<file path="src/rtl/gemm_pkg.sv">
// ---------------------------------------------------------------------------
// gemm_pkg
// Shared definitions for the GEMM command path: command word width, target
// and payload limits, the uCode opcode map, the header word layout and the
// command sequencer state encoding.
// ---------------------------------------------------------------------------
package gemm_pkg;

   // Width of one command word as it leaves cmd_fifo
   localparam int cmd_buf_width_gp = 32;

   // Engine targets: 0 fetch, 1 dispatch, 2 matmul
   localparam int NUM_TGT = 3;

   // Largest payload a header can announce (2-bit len field)
   localparam int MAX_PAY = 3;

   // Opcodes carried in header bits [7:0]
   localparam logic [7:0] OP_FETCH  = 8'hF0;
   localparam logic [7:0] OP_DISP   = 8'hF1;
   localparam logic [7:0] OP_MATMUL = 8'hF2;
   localparam logic [7:0] OP_WAIT   = 8'hF3;

   // Header word layout, LSB first: opcode, cmd_id, len, reserved
   typedef struct packed {
      logic [13:0] reserved;
      logic [1:0]  len;
      logic [7:0]  cmd_id;
      logic [7:0]  opcode;
   } cmd_hdr_t;

   typedef enum logic [2:0] {
      SEQ_IDLE,
      SEQ_HDR,
      SEQ_PAY,
      SEQ_DECODE,
      SEQ_ISSUE,
      SEQ_BARRIER
   } seq_state_e;

endpackage

</file>
<file path="src/rtl/cmd_decode.sv">
// ---------------------------------------------------------------------------
// cmd_decode
// Pure combinational opcode mapper, shared by the sequencer and by debug
// monitors that want the same view of a header.
//   i_opcode      header opcode byte
//   o_tgt_onehot  one-hot engine target for FETCH/DISP/MATMUL, else zero
//   o_is_wait     opcode is the WAIT barrier
//   o_illegal     opcode is none of the above
// ---------------------------------------------------------------------------
module cmd_decode
   import gemm_pkg::*;
(
   input  logic [7:0]         i_opcode,
   output logic [NUM_TGT-1:0] o_tgt_onehot,
   output logic               o_is_wait,
   output logic               o_illegal
);

   // Every opcode maps to exactly one of: a target, the barrier, or illegal
   always_comb begin
      o_tgt_onehot = '0;
      o_is_wait    = 1'b0;
      o_illegal    = 1'b0;
      unique case (i_opcode)
         OP_FETCH:  o_tgt_onehot = 3'b001;
         OP_DISP:   o_tgt_onehot = 3'b010;
         OP_MATMUL: o_tgt_onehot = 3'b100;
         OP_WAIT:   o_is_wait    = 1'b1;
         default:   o_illegal    = 1'b1;
      endcase
   end

endmodule

</file>
<file path="src/rtl/cmd_sequencer.sv">
// ---------------------------------------------------------------------------
// cmd_sequencer
// Sole reader of cmd_fifo. Pulls one header plus 0-3 payload words, decodes
// the opcode and either hands the command to one engine over valid/ready,
// waits for all engines to go idle (WAIT), or drops it and flags an error.
//   i_clk, i_reset_n   clock, asynchronous active-low reset
//   o_fifo_rd_en       FIFO read strobe, data arrives the following cycle
//   i_fifo_rd_data     FIFO read data
//   i_fifo_empty       FIFO empty flag
//   o_tgt_valid        one-hot command valid per engine
//   i_tgt_ready        per-engine ready
//   o_cmd_data         header in word 0, payload k in word k+1, unused zero
//   i_tgt_idle         per-engine idle, consumed by WAIT
//   o_busy             any state other than IDLE
//   o_err              sticky unknown-opcode flag
//   o_cmd_count        retired commands (issued plus WAITs), wraps
//   o_err_count        dropped commands, saturates at 255
// ---------------------------------------------------------------------------
module cmd_sequencer
   import gemm_pkg::*;
#(
   parameter int NUM_TGT = gemm_pkg::NUM_TGT,
   parameter int MAX_PAY = gemm_pkg::MAX_PAY,
   parameter int W       = gemm_pkg::cmd_buf_width_gp
)
(
   input  logic                   i_clk,
   input  logic                   i_reset_n,
   output logic                   o_fifo_rd_en,
   input  logic [W-1:0]           i_fifo_rd_data,
   input  logic                   i_fifo_empty,
   output logic [NUM_TGT-1:0]     o_tgt_valid,
   input  logic [NUM_TGT-1:0]     i_tgt_ready,
   output logic [W*(MAX_PAY+1)-1:0] o_cmd_data,
   input  logic [NUM_TGT-1:0]     i_tgt_idle,
   output logic                   o_busy,
   output logic                   o_err,
   output logic [15:0]            o_cmd_count,
   output logic [7:0]             o_err_count
);

   seq_state_e                 state_q, state_d;
   logic [W*(MAX_PAY+1)-1:0]   cmdBuf_q, cmdBuf_d;
   logic [1:0]                 reqCount_q, reqCount_d;
   logic [1:0]                 capCount_q, capCount_d;
   logic                       rdPending_q, rdPending_d;
   logic [NUM_TGT-1:0]         tgtValid_q, tgtValid_d;
   logic                       err_q, err_d;
   logic [15:0]                cmdCount_q, cmdCount_d;
   logic [7:0]                 errCount_q, errCount_d;

   logic                       rdEn;
   logic [1:0]                 lenIn;
   logic [1:0]                 lenHeld;
   logic [NUM_TGT-1:0]         decTgt;
   logic                       decWait;
   logic                       decIllegal;

   // In HDR the header is still on the read bus; afterwards it lives in word 0
   assign lenIn   = i_fifo_rd_data[17:16];
   assign lenHeld = cmdBuf_q[17:16];

   cmd_decode u_decode (
      .i_opcode     (cmdBuf_q[7:0]),
      .o_tgt_onehot (decTgt),
      .o_is_wait    (decWait),
      .o_illegal    (decIllegal)
   );

   // Read strobe: one header in IDLE, then payload words as fast as the FIFO
   // allows. The first payload read overlaps the header capture cycle, which
   // is what gets valid out at len+3 cycles after the header read.
   always_comb begin
      rdEn = 1'b0;
      unique case (state_q)
         SEQ_IDLE: rdEn = !i_fifo_empty;
         SEQ_HDR:  rdEn = !i_fifo_empty && (lenIn != 2'd0);
         SEQ_PAY:  rdEn = !i_fifo_empty && (reqCount_q < lenHeld);
         default:  rdEn = 1'b0;
      endcase
   end

   // Outputs are forced low while reset is held, including the strobe
   assign o_fifo_rd_en = rdEn && i_reset_n;
   assign o_tgt_valid  = tgtValid_q;
   assign o_cmd_data   = cmdBuf_q;
   assign o_busy       = (state_q != SEQ_IDLE);
   assign o_err        = err_q;
   assign o_cmd_count  = cmdCount_q;
   assign o_err_count  = errCount_q;

   // Next-state and datapath update. Valid is registered so it can only
   // change on a clock edge and is cleared together with the handshake.
   always_comb begin
      state_d     = state_q;
      cmdBuf_d    = cmdBuf_q;
      reqCount_d  = reqCount_q;
      capCount_d  = capCount_q;
      rdPending_d = rdEn;
      tgtValid_d  = tgtValid_q;
      err_d       = err_q;
      cmdCount_d  = cmdCount_q;
      errCount_d  = errCount_q;

      unique case (state_q)
         SEQ_IDLE: begin
            if (rdEn) begin
               state_d = SEQ_HDR;
            end
         end

         SEQ_HDR: begin
            cmdBuf_d        = '0;
            cmdBuf_d[W-1:0] = i_fifo_rd_data;
            capCount_d      = 2'd0;
            reqCount_d      = rdEn ? 2'd1 : 2'd0;
            state_d         = (lenIn == 2'd0) ? SEQ_DECODE : SEQ_PAY;
         end

         SEQ_PAY: begin
            if (rdEn) begin
               reqCount_d = reqCount_q + 2'd1;
            end
            if (rdPending_q) begin
               cmdBuf_d[W*(int'(capCount_q)+1) +: W] = i_fifo_rd_data;
               capCount_d = capCount_q + 2'd1;
               if (capCount_q == lenHeld - 2'd1) begin
                  state_d = SEQ_DECODE;
               end
            end
         end

         SEQ_DECODE: begin
            if (decIllegal) begin
               err_d = 1'b1;
               if (errCount_q != 8'hFF) begin
                  errCount_d = errCount_q + 8'd1;
               end
               state_d = SEQ_IDLE;
            end else if (decWait) begin
               state_d = SEQ_BARRIER;
            end else begin
               tgtValid_d = decTgt;
               state_d    = SEQ_ISSUE;
            end
         end

         SEQ_ISSUE: begin
            // Only the addressed engine's ready can complete the handshake
            if ((i_tgt_ready & tgtValid_q) != '0) begin
               tgtValid_d = '0;
               cmdCount_d = cmdCount_q + 16'd1;
               state_d    = SEQ_IDLE;
            end
         end

         SEQ_BARRIER: begin
            if (&i_tgt_idle) begin
               cmdCount_d = cmdCount_q + 16'd1;
               state_d    = SEQ_IDLE;
            end
         end

         default: state_d = SEQ_IDLE;
      endcase
   end

   // State register; reset drops any partial command
   always_ff @(posedge i_clk or negedge i_reset_n) begin
      if (!i_reset_n) begin
         state_q     <= SEQ_IDLE;
         cmdBuf_q    <= '0;
         reqCount_q  <= 2'd0;
         capCount_q  <= 2'd0;
         rdPending_q <= 1'b0;
         tgtValid_q  <= '0;
         err_q       <= 1'b0;
         cmdCount_q  <= 16'd0;
         errCount_q  <= 8'd0;
      end else begin
         state_q     <= state_d;
         cmdBuf_q    <= cmdBuf_d;
         reqCount_q  <= reqCount_d;
         capCount_q  <= capCount_d;
         rdPending_q <= rdPending_d;
         tgtValid_q  <= tgtValid_d;
         err_q       <= err_d;
         cmdCount_q  <= cmdCount_d;
         errCount_q  <= errCount_d;
      end
   end

endmodule

</file>
<file path="config.mk">
export PLATFORM = sky130hd
export DESIGN_NAME = cmd_sequencer
export DESIGN_NICKNAME = d
export VERILOG_FILES = /design/src/rtl/gemm_pkg.sv /design/src/rtl/cmd_decode.sv /design/src/rtl/cmd_sequencer.sv
export SDC_FILE = /design/constraint.sdc
export NUM_CORES = 1
export LEC_CHECK = 0
export CAP_MARGIN = 20
export CORE_UTILIZATION = 30
export CTS_CLUSTER_SIZE = 30
export DETAILED_ROUTE_END_ITERATION = 10
export DONT_BUFFER_PORTS = 1
export HOLD_SLACK_MARGIN = 0.12
export PLACE_DENSITY_LB_ADDON = 0.3
export SLEW_MARGIN = 10
export SYNTH_ARGS = -nofsm -noshare
export SYNTH_HDL_FRONTEND = slang
export SYNTH_SLANG_ARGS = --single-unit
</file>
<file path="constraint.sdc">
create_clock -name i_clk -period 6.15 [get_ports i_clk]
set_clock_uncertainty 0.15 [all_clocks]
set_input_delay 1.23 -clock i_clk [delete_from_list [all_inputs] [get_ports i_clk]]
set_output_delay 1.23 -clock i_clk [all_outputs]
set_load 0.03 [all_outputs]
</file>
==> results_dict.tcl <==
set metrics [dict create \
    synth-seq-area-share 0.566 \
    grt_pass1_vias 4910 \
    critical_path.max_stage_delay_ns 0.57 \
    finalCoreUtilization 0.342 \
    end_kind "primary output" \
    p_leak_uw 0.00360 \
    run_status "finished, final reports clean" \
    synth-edff-count 0 \
    post_cts_resize_count 0 \
    dieArea_um2 24800 \
    area_growth_syn_to_layout_pct 11.2 \
    synthesis.area_um2 7240 \
    grt_first_pass_wirelength_um 29900 \
    timing.critical_path.slowest_stage_cell "dfrtp_1" \
    io_pins 199 \
    finalPower_uw 4120 \
    timing.critical_path.arrival_ns 2.39 \
    unrepaired_setup_endpoints_after_global_routing "false" \
    die_y_um 157 \
    syn-mean-instance-area_um2 9.71 \
    cts_tree "built" \
    clock_sinks 164 \
    drv.max_cap_violation_count 0 \
    post_synth_xor_area_fraction 0.0278 \
    hold_path_class "input port to asynchronous set/reset pin" \
    design.final.nets 777 \
    cts-root-buf "clkbuf_16" \
    placedCellCount 1023 \
    max_slew.worst_pin.slew_ns 1.10 \
    numCtsBuffers 17 \
    htreeDepth 4 \
    drt-pass1-iter-count 4 \
    cts_max_path_buffers 2 \
    cell_count_after_synthesis 746 \
    area_fraction_in_and_or_nand_and_nor_cells_after_synthesis 0.188 \
    yosys_register_bits 164 \
    final.setup.tns_ns 0 \
    powerDensity_nw_per_um2 512 \
    layout-drive-gt1-share 0.0758 \
    crit-reg2reg-capture "o_cmd_data[27]" \
    final.period_utilization 0.613 \
    1st_iter_drt_viols 321 \
    fin_crit_ns 3.77 \
    path_clk_slew_ns 0.07 \
    fin_cells 1058 \
    core_area_um2 23500 \
    globalRouteOverflowTotal 0 \
    timing.critical_path.cells "inv_1, ha_1, a2111o_1, a21oi_1, and2_1" \
    ys_async_sr_fraction 1.00 \
    drt-total-wl_um 19500 \
    place_congestion 0.780 \
    post_cts_hold_buffer_count 0 \
    synthMuxAreaShare 0.0544 \
    timing.final.hold_violations 0 \
    postCtsSetupRepairBufs 0 \
    fp-row-count 56 \
    synthesized_area_fraction_occupied_by_ao_oa_aoi_and_oai_cells 0.0964 \
    timing.reg2reg.setup_slack_ns 3.09 \
    ys_types 49 \
    worst_slew_margin_rel 0.267 \
    synth_top_family_by_area "simple AND/OR/NAND/NOR gates" \
    grtUsageTotal 0.161 \
    ir_drop_mv 0.203 \
    route.vias.total 5012 \
    worst_setup_path_category "flop to primary output" \
    fill_count 2431 \
    avgViaCountPerCell 4.74 \
    ys.flop_type "dfrtp_1" \
    final.hold.worst_slack_ns 0.370 \
    crit_path_max_fanout 4 \
    r2r_cells 8 \
    pin_count_of_the_biggest_net_entering_global_routing 166 \
    post-route-drc-count 0 \
    buffer_ports.inserted 0 \
    yosys_warnings 0 \
    detailed_place_hpwl_um 12700 \
    ant_nets 0 \
    effective_utilization_at_floorplan 0.308 \
    antenna_cells_inserted 0 \
    max_clock_freq_ghz 0.265 \
    crit_required_ns 4.77 \
    wl_per_cell_um 18.4 \
    yosys.area_share.adder 0.0173 \
    maxSlewViolCount 0 \
    rr_startpoint "capCount_q[0]" \
    report.final.setup_viol 0 \
    clk-insertion-delay-late_ns 0.42 \
    postSynthNetCount 797 \
    die_x_um 157 \
    initial_antenna_violation_count 0 \
    setup.worst_path.start_class "flop" \
]
-- worst max path at each step --
stage                                   from            to  slack (ns)  cells past startpoint
after floorplan                 i_fifo_empty  o_fifo_rd_en        2.74                      3
after global placement    i_fifo_rd_data[16]  o_fifo_rd_en        2.64                      4
after detailed placement  i_fifo_rd_data[16]  o_fifo_rd_en        2.63                      4
after CTS                     o_cmd_data[17]  o_fifo_rd_en        2.32                      5
after global routing          o_cmd_data[17]  o_fifo_rd_en        2.25                      5
final                         o_cmd_data[17]  o_fifo_rd_en        2.38                      5
-- routing by layer --
layer / vias up / global-route usage / wire length, um / part of all wire
met2: 171 / 0.246 / 8880 / 0.46
met5: - / 0 / 0 / 0
met4: 0 / 0.0541 / 357 / 0.018
met1: 2389 / 0.207 / 8430 / 0.43
li1: 2436 / - / - / -
met3: 16 / 0.0633 / 1790 / 0.092
-- Yosys cell counts, types with 4 or more instances --
library cell | instances | area, um^2
nand3b_1 | 4 | 30.0
a21o_1 | 4 | 30.0
and3_1 | 6 | 37.5
nand4b_1 | 4 | 35.0
clkbuf_1 | 30 | 113
nand2_1 | 232 | 871
buf_6 | 6 | 67.6
xnor2_1 | 21 | 184
dfrtp_1 | 164 | 4100
buf_2 | 8 | 40.0
nand4_1 | 15 | 93.8
ha_1 | 10 | 125
nor3_1 | 4 | 20.0
mux2_2 | 7 | 78.8
mux2i_1 | 30 | 300
inv_1 | 36 | 135
nand3_1 | 7 | 35.0
o21ai_0 | 59 | 295
o21ai_1 | 39 | 195
nand2b_1 | 4 | 25.0
nor2_1 | 7 | 26.3
a21oi_1 | 6 | 30.0
nor4_1 | 6 | 37.5
-- layout make-up --
class	count	area, um^2	share of cell area
repair buffers	6	82.6	0.0102
inverters	36	135	0.0168
clock buffers	19	443	0.0550
clock inverters	13	98.8	0.0123
flip-flops and latches	164	4100	0.509
well taps	319	399	0.0495
multi-input cells	501	2800	0.347
-- through the flow --
stage | worst slack (ns) | instance area (um^2)
3_5_place_dp | 2.63 | 7460
5_1_grt | 2.25 | 8060
3_3_place_gp | 2.64 | 7460
6_report | 2.38 | 8060
2_1_floorplan | 2.74 | 7240
4_1_cts | 2.32 | 8000
-- where the power goes --
part | switching [uW] | leakage [uW] | internal, uW
logic | 649 | 0.00113 | 372
registers | 772 | 0.00220 | 1330
clock network | 464 | 0.000273 | 535
total | 1890 | 0.00360 | 2240
-- flip-flops by register name, indices dropped and copies added, names as in the netlist --
register	flops
capCount_q	2
o_cmd_count	16
o_cmd_data	128
o_err	1
o_err_count	8
o_tgt_valid	3
rdPending_q	1
reqCount_q	2
state_q	3
-- worst max-delay path, delay by kind of cell (launching register included) --
| family | cells | cell delay (ns) |
|---|---|---|
| simple gates | 1 | 0.36 |
| flops | 1 | 0.57 |
| buf+inv | 1 | 0.11 |
| fa+ha+maj | 1 | 0.31 |
| compound gates | 2 | 0.62 |
-- cells by family after synthesis --
logic type	count (synthesis)
buffers and inverters	81
adder cells (fa/ha/maj)	10
XOR/XNOR	23
flip-flops	164
multiplexers	38
AO/OA/AOI/OAI	125
AND/OR/NAND/NOR	305
-- layout by cell type (no fill, tap or decap), drive strengths merged, types with 4 or more instances in the layout --
cell type    n
nand2      232
nand3        7
clkbuf      19
nand3b       4
a21o         4
nor2         8
mux2         8
clkinv       7
nand4       15
dfrtp      164
xnor2       21
and3         6
o21ai       98
nor4         7
a21oi        6
nor3         5
ha          10
inv         42
mux2i       30
buf          6
nand4b       4
nand2b       5
No activity file was read; power rests on OpenSTA's default activity.
